`config.mk`:
```
export PLATFORM = sky130hd
export DESIGN_NAME = id_imm_stage
export DESIGN_NICKNAME = d
export VERILOG_FILES = /design/src/rtl/rv_decode_pkg.sv /design/src/rtl/signex12.sv /design/src/rtl/id_imm_stage.sv
export SDC_FILE = /design/constraint.sdc
export NUM_CORES = 1
export LEC_CHECK = 0
export ABC_AREA = 1
export CORE_MARGIN = 5
export CORE_UTILIZATION = 45
export DETAILED_ROUTE_END_ITERATION = 10
export DONT_BUFFER_PORTS = 1
export PLACE_DENSITY = 0.66
export SYNTH_ARGS = -nofsm -noshare
export SYNTH_HDL_FRONTEND = slang
export SYNTH_HIERARCHICAL = 1
export SYNTH_SLANG_ARGS = --single-unit
```
`constraint.sdc`:
```
create_clock -name clk -period 2.1 [get_ports clk]
set_input_delay 0 -clock clk [delete_from_list [all_inputs] [get_ports clk]]
set_output_delay 0 -clock clk [all_outputs]
set_load 0.02 [all_outputs]
```
`src/rtl/rv_decode_pkg.sv`:
```
`default_nettype none
// ============================================================================
//  Module   : rv_decode_pkg
//  Brief    : Opcode constants, skid-state encoding and decoded bundle type
//             shared by the instruction-decode immediate stage.
//  Revision : 1.0
// ============================================================================
package rv_decode_pkg;

    localparam logic [6:0] OP_IMM   = 7'b0010011;
    localparam logic [6:0] OP_LOAD  = 7'b0000011;
    localparam logic [6:0] OP_JALR  = 7'b1100111;
    localparam logic [6:0] OP_STORE = 7'b0100011;
    localparam logic [6:0] OP_REG   = 7'b0110011;

    typedef enum logic [1:0] {
        EMPTY = 2'd0,
        FULL  = 2'd1,
        SKID  = 2'd2
    } state_e;

    typedef struct packed {
        logic [31:0] pc;
        logic [6:0]  opcode;
        logic [4:0]  rd;
        logic [4:0]  rs1;
        logic [4:0]  rs2;
        logic [2:0]  funct3;
        logic [6:0]  funct7;
        logic [31:0] imm;
        logic        illegal;
    } bundle_t;

    // Value the output register shows whenever it holds nothing.
    function automatic bundle_t idle_bundle(input logic [31:0] pc);
        bundle_t b;
        b    = '0;
        b.pc = pc;
        return b;
    endfunction

endpackage
`default_nettype wire

```
`src/rtl/signex12.sv`:
```
`default_nettype none
// ============================================================================
//  Module   : signex12
//  Brief    : Sign-extends a 12-bit immediate to 32 bits.
//  Revision : 1.0
// ============================================================================
module signex12 (
    input  logic [11:0] imm12_i,
    output logic [31:0] imm_o
);

    assign imm_o = {{20{imm12_i[11]}}, imm12_i};

endmodule
`default_nettype wire

```
`src/rtl/id_imm_stage.sv`:
```
`default_nettype none
// ============================================================================
//  Module   : id_imm_stage
//  Brief    : Decode stage extracting register fields and the sign-extended
//             12-bit immediate, with a 2-entry skid buffer and flush.
//  Revision : 1.0
// ============================================================================
module id_imm_stage
    import rv_decode_pkg::*;
#(
    parameter int              XLEN     = 32,
    parameter logic [XLEN-1:0] RESET_PC = '0
) (
    input  logic            clk,
    input  logic            rst,
    input  logic            in_valid,
    output logic            in_ready,
    input  logic [31:0]     in_instr,
    input  logic [XLEN-1:0] in_pc,
    input  logic            flush,
    output logic            out_valid,
    input  logic            out_ready,
    output logic [XLEN-1:0] out_pc,
    output logic [6:0]      out_opcode,
    output logic [4:0]      out_rd,
    output logic [4:0]      out_rs1,
    output logic [4:0]      out_rs2,
    output logic [2:0]      out_funct3,
    output logic [6:0]      out_funct7,
    output logic [31:0]     out_imm,
    output logic            out_illegal
);

    state_e      state_q, state_d;
    bundle_t     out_q, out_d;
    bundle_t     skid_q, skid_d;
    logic        in_ready_q;
    logic        out_valid_q;

    logic [11:0] w_imm12;
    logic        w_illegal;
    logic [31:0] w_imm;
    bundle_t     w_dec;
    logic        w_accept;
    logic        w_xfer;

    // Decode on the input side so the skid entry holds finished bundles.
    always_comb begin
        w_imm12   = 12'd0;
        w_illegal = 1'b0;
        case (in_instr[6:0])
            OP_IMM, OP_LOAD, OP_JALR: w_imm12 = in_instr[31:20];
            OP_STORE:                 w_imm12 = {in_instr[31:25], in_instr[11:7]};
            OP_REG:                   w_imm12 = 12'd0;
            default:                  w_illegal = 1'b1;
        endcase
    end

    signex12 u_signex12 (
        .imm12_i (w_imm12),
        .imm_o   (w_imm)
    );

    always_comb begin
        w_dec         = '0;
        w_dec.pc      = in_pc;
        w_dec.opcode  = in_instr[6:0];
        w_dec.rd      = in_instr[11:7];
        w_dec.rs1     = in_instr[19:15];
        w_dec.rs2     = in_instr[24:20];
        w_dec.funct3  = in_instr[14:12];
        w_dec.funct7  = in_instr[31:25];
        w_dec.imm     = w_imm;
        w_dec.illegal = w_illegal;
    end

    assign w_accept = in_valid & in_ready_q;
    assign w_xfer   = out_valid_q & out_ready;

    always_comb begin
        state_d = state_q;
        out_d   = out_q;
        skid_d  = skid_q;
        case (state_q)
            EMPTY: begin
                if (w_accept) begin
                    out_d   = w_dec;
                    state_d = FULL;
                end
            end
            FULL: begin
                if (w_accept && w_xfer) begin
                    out_d = w_dec;
                end else if (w_accept) begin
                    skid_d  = w_dec;
                    state_d = SKID;
                end else if (w_xfer) begin
                    out_d   = idle_bundle(RESET_PC);
                    state_d = EMPTY;
                end
            end
            SKID: begin
                if (w_xfer) begin
                    out_d   = skid_q;
                    state_d = FULL;
                end
            end
            default: begin
                out_d   = idle_bundle(RESET_PC);
                state_d = EMPTY;
            end
        endcase
        // Flush wins over any accept; a same-cycle transfer already happened.
        if (flush) begin
            out_d   = idle_bundle(RESET_PC);
            state_d = EMPTY;
        end
    end

    always_ff @(posedge clk) begin
        if (rst) begin
            state_q     <= EMPTY;
            out_q       <= idle_bundle(RESET_PC);
            skid_q      <= '0;
            in_ready_q  <= 1'b1;
            out_valid_q <= 1'b0;
        end else begin
            state_q     <= state_d;
            out_q       <= out_d;
            skid_q      <= skid_d;
            in_ready_q  <= (state_d != SKID);
            out_valid_q <= (state_d != EMPTY);
        end
    end

    assign in_ready    = in_ready_q;
    assign out_valid   = out_valid_q;
    assign out_pc      = out_q.pc;
    assign out_opcode  = out_q.opcode;
    assign out_rd      = out_q.rd;
    assign out_rs1     = out_q.rs1;
    assign out_rs2     = out_q.rs2;
    assign out_funct3  = out_q.funct3;
    assign out_funct7  = out_q.funct7;
    assign out_imm     = out_q.imm;
    assign out_illegal = out_q.illegal;

endmodule
`default_nettype wire

```
## Yosys cells after proc, flatten, opt, wreduce, memory -nomap -nowiden

Index checks and enable logic that the tools add are counted.

- Bitwise logic cells: 3
- Shift-type cells: 0
- Add/sub/neg operators: 0
- Magnitude comparators: 0
- Multipliers: 0
- Divide/modulo/power cells: 0
- Reductions and logical operators: 8
- Eq/ne operators: 12
- Mux-type cells: 15

Operators by type and width:

| kind | count |
|---|---|
| $mux W97 | 5 |
| $pmux W97 S3 | 1 |
| $pmux W12 S2 | 1 |
| $eq A7 B6 Y1 const B | 2 |
| $mux W2 | 6 |
| $eq A7 B2 Y1 const B | 1 |
| $eq A7 B5 Y1 const B | 1 |
| $eq A7 B7 Y1 const B | 1 |
| $ne A2 B2 Y1 const B | 3 |
| $ne A3 B3 Y1 const B | 2 |
| $pmux W2 S3 | 1 |
| $reduce_or A5 Y1 | 1 |
| $reduce_and A4 Y1 | 1 |
| $reduce_and A3 Y1 | 1 |
| $reduce_or A3 Y1 | 1 |
| $and A1 B1 Y1 | 2 |
| $eq A2 B1 Y1 const B | 1 |
| $eq A2 B2 Y1 const B | 1 |
| $logic_not A2 Y1 | 1 |
| $reduce_bool A2 Y1 | 1 |
| $reduce_or A2 Y1 | 1 |
| $logic_and A1 B1 Y1 | 1 |
| $mux W1 | 1 |
| $not A1 Y1 | 1 |

- RAM bits: 0
- Register bits after elaboration: 178
- Memories kept: 0
- Bits in read-only memories: 0
- Word-level logic and storage cells: 59
- Bits in latches: 0

## Depth between registers and ports, before layout

Gate-level depths: netlist of run 1.

- Depth after elaboration: 7
- Gate-level depth with buffers: 12
- Mapped depth without buffers: 11

## By module

Netlist of run 1, hierarchy kept.

Modules (own cells, without submodules):

| module | instances | cells each | area an instance (um2) |
|---|---|---|---|
| id_imm_stage | 1 | 1154 | 8160.3 |
| signex12 | 1 | 32 | 240.2 |

## Worst setup path after synthesis of run 1

OpenSTA, ideal clock, no wires.

- Path type: input port to flip-flop
- Start point: in in_instr[4]
- End point: reg out_q, in the netlist out_imm[31]
- Cell stages on the path: 12
- Path buffers: 1
- Path slack: 0.309 ns
- Library setup time: 0.070 ns
- Data arrival time: 1.721 ns
- Data required time: 2.030 ns
- Cell sequence: inv_1 -> nand2_1 -> nor2_1 -> nand2_1 -> nand2_1 -> nor2_1 -> nor2_1 -> buf_4 -> nand3_1 -> o21ai_0 -> nand2_1 -> a21oi_1

- Cells in the longest elaborated chain, start to end: 5

RTL lines:

| what | RTL line | RTL |
|---|---|---|
| start, declared | id_imm_stage.sv:18 | `input logic [31:0] in_instr,` |
| $eq A7 B5 Y1, or another cell as far along | id_imm_stage.sv:51 | `case (in_instr[6:0])` |
| $reduce_or A3 Y1 | -- |  |
| $pmux W12 S2 * | id_imm_stage.sv:51 |  |
| named net w_imm12[11] | id_imm_stage.sv:40 | `logic [11:0] w_imm12;` |
| $mux W97, on equally long branches | id_imm_stage.sv:92, id_imm_stage.sv:86 |  |
| $pmux W97 S3 * | id_imm_stage.sv:84 | `case (state_q)` |
| end signal, assigned | id_imm_stage.sv:123 | `out_q <= idle_bundle(RESET_PC);` |
| end signal, assigned | id_imm_stage.sv:129 | `out_q <= out_d;` |
| end, declared | id_imm_stage.sv:35 | `bundle_t out_q, out_d;` |

The timed path passes the listed nets; every way through them passes the cells marked *. The select of a mux whose other input is x is not followed.
A chain may end at the register's enable or synchronous reset.

## Final worst setup path of run 1

- Start point: reg state_q[0]
- End point: reg out_q, in the netlist out_funct7[5]

- Cells in the longest elaborated chain, start to end: 3

RTL lines:

| what | RTL line | RTL |
|---|---|---|
| start, declared | id_imm_stage.sv:34 | `state_e state_q, state_d;` |
| start signal, assigned | id_imm_stage.sv:128 | `state_q <= state_d;` |
| $eq A2 B1 Y1, or another cell as far along | id_imm_stage.sv:84 |  |
| $ne A3 B3 Y1 (no source line) or $ne A2 B2 Y1 (tied branches) | -- |  |
| $reduce_and A4 Y1 (no source line) | -- |  |

Parallel ways exist; a longest one is shown, timed or not.

==> results of run 1 <==
[state kept, by name, indices dropped and copies added (netlist names)]
signal       cells
out_funct7       7
in_ready         1
state_q          2
out_valid        1
out_pc          32
out_rs2          5
out_funct3       3
out_rs1          5
out_imm         32
out_opcode       7
skid_q          97
out_rd           5
out_illegal      1
[kinds of logic after synthesis]
group / count (synthesis) / share of synthesized area
AOI/OAI and AO/OA: 343 / 0.207
buffers and inverters: 209 / 0.112
DFF: 198 / 0.472
and+or+nand+nor: 436 / 0.209
[through the flow]
step	total power, uW	utilization	hold slack [ps]	area, um2
floorplan	4660	-	69.1	8400
global placement	4880	0.456	89.9	8440
detailed placement	4890	0.456	86.9	8440
CTS	8290	0.523	1.15	9680
global route	8590	0.523	13.1	9690
finish	8200	0.523	11.7	9690
[where the power goes]
group          internal [uW]  total [uW]  switching, uW
Sequential              3890        4020            134
Combinational            320         899            579
Clock                   1810        3280           1470
Total                   6020        8200           2180
[synthesized netlist by cell type (all sizes together)]
| library cell | instances | area share |
|---|---|---|
| inv | 90 | 0.040 |
| clkbuf | 58 | 0.026 |
| buf | 61 | 0.045 |
| o21ai | 163 | 0.098 |
| o22ai | 9 | 0.0067 |
| o211ai | 1 | 0.00089 |
| nor2 | 76 | 0.034 |
| o21bai | 1 | 0.00089 |
| nand3 | 84 | 0.050 |
| nor3 | 1 | 0.0019 |
| a21oi | 168 | 0.10 |
| a21boi | 1 | 0.00089 |
| dfxtp | 198 | 0.47 |
| nand2 | 275 | 0.12 |
[layout make-up]
class | instances | area [um2]
Inverter | 90 | 342
Multi-Input combinational cell | 779 | 3530
Tap cell | 234 | 293
Antenna cell | 1 | 2.50
Clock buffer | 19 | 443
Fill cell | 1836 | 8830
Timing Repair Buffer | 92 | 968
Sequential cell | 198 | 3960
Clock inverter | 12 | 143
[how the worst max path moves through the flow]
stage               cells past startpoint       endpoint
floorplan                              12    out_imm[31]
global placement                        8     out_rs1[1]
global route                            8    out_imm[29]
detailed placement                      8    out_imm[10]
finish                                  8  out_funct7[5]
CTS                                     8  out_funct7[5]
[layer usage]
layer	up-vias	track usage
li1	3815	-
met1	3473	0.269
met2	192	0.351
met3	16	0.0670
met4	2	0.0541
met5	-	0
[critical path: stages, from the launching register on]
cell	delay (ps)
dfxtp_1	440
inv_1	70
nand2_1	180
nand3_1	150
o21ai_4	110
clkinv_2	260
buf_4	310
nand2_1	90
a21oi_1	60
==> metrics.txt, run 1 <==
RePlAce Congestion=0.752; clk slew on worst S/H paths=70 ps; total CTS buffers=17; CP arrival=2100 ps; Die Wd=147 um; cells on worst reg2reg path=8; max-cap viol count=0; Hold Crit Start=rst; Die Height=147 um; YS warnings=6; most frequent cells in the layout=nand2_1, dfxtp_1, a21oi_1; commonest non-fill, non-tap cell in the layout=nand2_1; setup TNS=0 ps; Setup Skew=8.64 ps; Initial Util=0.454; dpl hpwl=14,200 um; clock latency at the later pin of the worst-skew pair=420 ps; CTS root buf=clkbuf_16; 1st-iter DRT viols=638; die area=0.0215 mm2; Lkg Pwr=0.00365 uW; highest metal used=met5; Req. time, crit path=2380 ps; final worst slack=277 ps; worst-path fanout max=22; post-CTS setup buffers=0; Placed Instances=1,327; CP Capture Type=flop; R2R setup slack=280 ps; RSZ-0062 raised after global routing=false; met1 wire length=10,300 um; relative slew slack=0.562; DRT Pass-1 Iters=7; Site Rows=50; measured slew at the worst slew-check pin=656 ps; grt ovf=0; peak supply drop=0.603 mV; post-CTS sizing=0; fin crit share=0.868; crit start category=flop; reg-to-reg endpoint=out_funct7[5]; # port buffers=0; Routed WL per cell=16.3 um; mapped cell area=0.00840 mm2; Worst Hold End=skid_q[13]; final critical-path required period=1820 ps; Post-Layout Cell Count=1,425; flop and latch count out of synthesis=198; Avg Cell Area, Syn=7.08 um2; initial antenna violation count=2; WL met2=11,100 um; CP Class=reg -> reg; DRT Wirelength=23,200 um; Routed Antenna Nets=0; Core Region=0.0185 mm2; fmax=549 MHz; worst hold path class=in -> reg; outcome=completed; Clock H-tree levels=4; unique cell type count in the Yosys netlist=21; fraction of layout cells with a size suffix above 1=0.0580; CTS tree=done; met3 WL=1550 um; cells after synthesis=1,186; P&R area growth vs syn=15.3%; vias per cell=5.26; sequential area share after synthesis=0.472; CTS sink cnt=198; Final Max Slew Viols=0; CTS Hold Buffers Added=66; Crit Reg-Reg Startpoint=state_q[0]; CTS max path bufs=2; routed via count=7,498; I/O pin count=168; Hold Path Cell Cnt=3; layout net count=1,247; Post-Syn Nets=1,255; setup violators final=0; final hold violations=0; largest net degree at the start of global routing=133; vias in the first global route=7,096; PwrDens=847 mW/mm2; GRT Overall Usage=0.212; first-pass GRT wire length=37,600 um; Post-route DRC=0; Worst setup startpoint=state_q[0]; pre-CTS WS=272 ps
No activity file was read; power rests on OpenSTA's default activity.
==> inputs of run 2 (changes only) <==
--- a/config.mk
+++ b/config.mk
@@ -7,9 +7,11 @@
 export LEC_CHECK = 0
 export ABC_AREA = 1
+export CELL_PAD_IN_SITES_DETAIL_PLACEMENT = 0
+export CELL_PAD_IN_SITES_GLOBAL_PLACEMENT = 1
 export CORE_MARGIN = 5
 export CORE_UTILIZATION = 45
 export DETAILED_ROUTE_END_ITERATION = 10
 export DONT_BUFFER_PORTS = 1
-export PLACE_DENSITY = 0.66
+export PLACE_DENSITY = 0.85
 export SYNTH_ARGS = -nofsm -noshare
 export SYNTH_HDL_FRONTEND = slang
==> constraint.sdc (replaced) <==
create_clock -name clk -period 2.1 [get_ports clk]
set_input_delay 0 -clock clk [delete_from_list [all_inputs] [get_ports clk]]
set_output_delay 0 -clock clk [all_outputs]
set_load 0.1 [all_outputs]
==> run 2 against run 1 <==
Against the previous run: sequential share of layout area is 3.1 points lower; register-to-register slack worse by 130 ps; critical path depth unchanged; wire length increased by 3.1%; non-clock buffer count grew 95; clock-buffer cell count fell by 2; die area did not move; sequential cell count is the same; fmax down 6.7%; highest routed layer is now met4.
==> metrics.txt, run 2 (synthesis results as in run 1) <==
routed via count=7,930 (+5.8%); CTS tree=done; CTS root buf=clkbuf_16; final worst slack=147 ps (-130 ps); DRT Wirelength=23,900 um (+3.1%); Die Height=147 um (unchanged); layout net count=1,343 (+7.7%); clock latency at the later pin of the worst-skew pair=430 ps (about the same); die area=0.0215 mm2 (unchanged); final hold violations=0 (unchanged); CP Class=reg -> reg; first-pass GRT wire length=38,400 um (+2.1%); Die Wd=147 um (unchanged); ANT cells=0 (-1); Lkg Pwr=0.00419 uW (+15%); GRT Overall Usage=0.216 (+0.00371); max incr delay on CP=420 ps (-20 ps); CTS max path bufs=2 (unchanged); CP Capture Type=flop; CP arrival=2260 ps (+160 ps); worst hold path class=in -> reg; 1st-iter DRT viols=532 (-17%); fmax=512 MHz (-6.7%); grt ovf=0 (unchanged); I/O pin count=168 (unchanged); Req. time, crit path=2410 ps (+30 ps); worst-path fanout max=52 (+140%); dpl hpwl=14,500 um (+2.3%); total CTS buffers=17 (unchanged); setup violators final=0 (unchanged); most used cell, CP=nand2_1; Setup Skew=8.32 ps (-0.318 ps); outcome=completed; fill count=1,771 (-3.5%); peak supply drop=0.585 mV (-3.1%); Site Rows=50 (unchanged); Initial Util=0.454 (unchanged); Routed Antenna Nets=0 (unchanged); setup TNS=0 ps (unchanged); vias in the first global route=7,282 (+2.6%); CP max-delay cell=dfxtp_1; clk slew on worst S/H paths=80 ps (about the same); largest net degree at the start of global routing=98 (-26%); Core Region=0.0185 mm2 (unchanged); Clock H-tree levels=4 (unchanged); max-cap viol count=0 (unchanged); most frequent cells in the layout=nand2_1, dfxtp_1, a21oi_1; initial antenna violation count=0 (-2); Post-route DRC=0 (unchanged); PwrDens=840 mW/mm2 (-0.83%); RSZ-0062 raised after global routing=false; final critical-path required period=1950 ps (+130 ps); P&R area growth vs syn=24.7%; crit path cell chain=inv_2, nand2_1, nand3_1, o21ai_4, clkinv_2, buf_12, nand2_1, a21oi_1; # port buffers=0 (unchanged); fraction of layout cells with a size suffix above 1=0.131 (+0.0726); pre-CTS WS=115 ps (-157 ps); Most flops, register=skid_q; hold slack=46.4 ps (+34.7 ps); DRT Pass-1 Iters=5 (-2); vias per cell=5.21 (-0.91%); relative slew slack=0.624 (+0.0618); Power, Total=8790 uW (+7.2%); RePlAce Congestion=0.765 (+1.7%); measured slew at the worst slew-check pin=564 ps (-91.8 ps); Routed WL per cell=15.7 um (-3.4%); crit start category=flop; fin crit share=0.930 (+0.0619); CTS sink cnt=198 (unchanged); Largest register FFs=97 (unchanged); commonest non-fill, non-tap cell in the layout=nand2_1; Final Max Slew Viols=0 (unchanged)
==> run 2: cell count changes in the layout (fill, tap and decap cells not counted), moves of 2 or more <==
cell / delta
buf_12: +2
buf_4: +92
clkinv_4: -2
clkinvlp_4: +3
==> run 2: worst max-delay path, delay by kind of cell, from the launching register on <==
family / cells / cell delay [ps]
AOI/OAI and AO/OA: 2 / 270
buffers and inverters: 3 / 420
DFF: 1 / 420
and+or+nand+nor: 3 / 670
==> run 2: area by class of cell <==
type | instances | area, um2 | area share
repair buffers | 187 | 1710 | 0.163
well taps | 234 | 293 | 0.0280
multi-input cells | 780 | 3540 | 0.338
clock buffers | 17 | 425 | 0.0406
clock inverters | 15 | 196 | 0.0188
flip-flops and latches | 198 | 3970 | 0.379
inverters | 90 | 342 | 0.0326
==> run 2: layer usage <==
metal  track usage  up-vias  wire length, um
met2         0.360      199            11600
met1         0.279     3706            10600
met4        0.0588        0              352
met5             0        -                0
met3        0.0525       23             1340
li1              -     4002                -
==> run 2: path summary, 6_finish.rpt <==
path                            slack, ps             to  cells past startpoint        from
worst min-delay path                   50     skid_q[73]                      4         rst
worst max-delay path                  150  out_funct7[6]                      8  state_q[1]
worst max register to register        150  out_funct7[6]                      8  state_q[1]
worst min register to register        450     skid_q[14]                      2  skid_q[14]
==> run 2: report_power, final <==
part,internal [uW],switching [uW]
Combinational,392,1020
Clock,1910,1540
Sequential,3890,43.9
==> run 2: what timing repair did <==
| item | 4_1_cts | 5_1_grt |
|---|---|---|
| setup buffers | 0 | 1 |
| endpoints found under the setup margin | 0 | 45 |
| hold buffers | 66 | 0 |
| resized for setup | 0 | 1 |
| endpoints found under the hold margin | 142 | 0 |
==> run 2: stage by stage <==
stage                     cell area [um2]  utilization  instances
after detailed placement             9170        0.495       1421
after global placement               9170        0.495       1421
final                               10500        0.566       1521
after CTS                           10500        0.564       1519
after global routing                10500        0.566       1521
after floorplan                      8400            -       1186
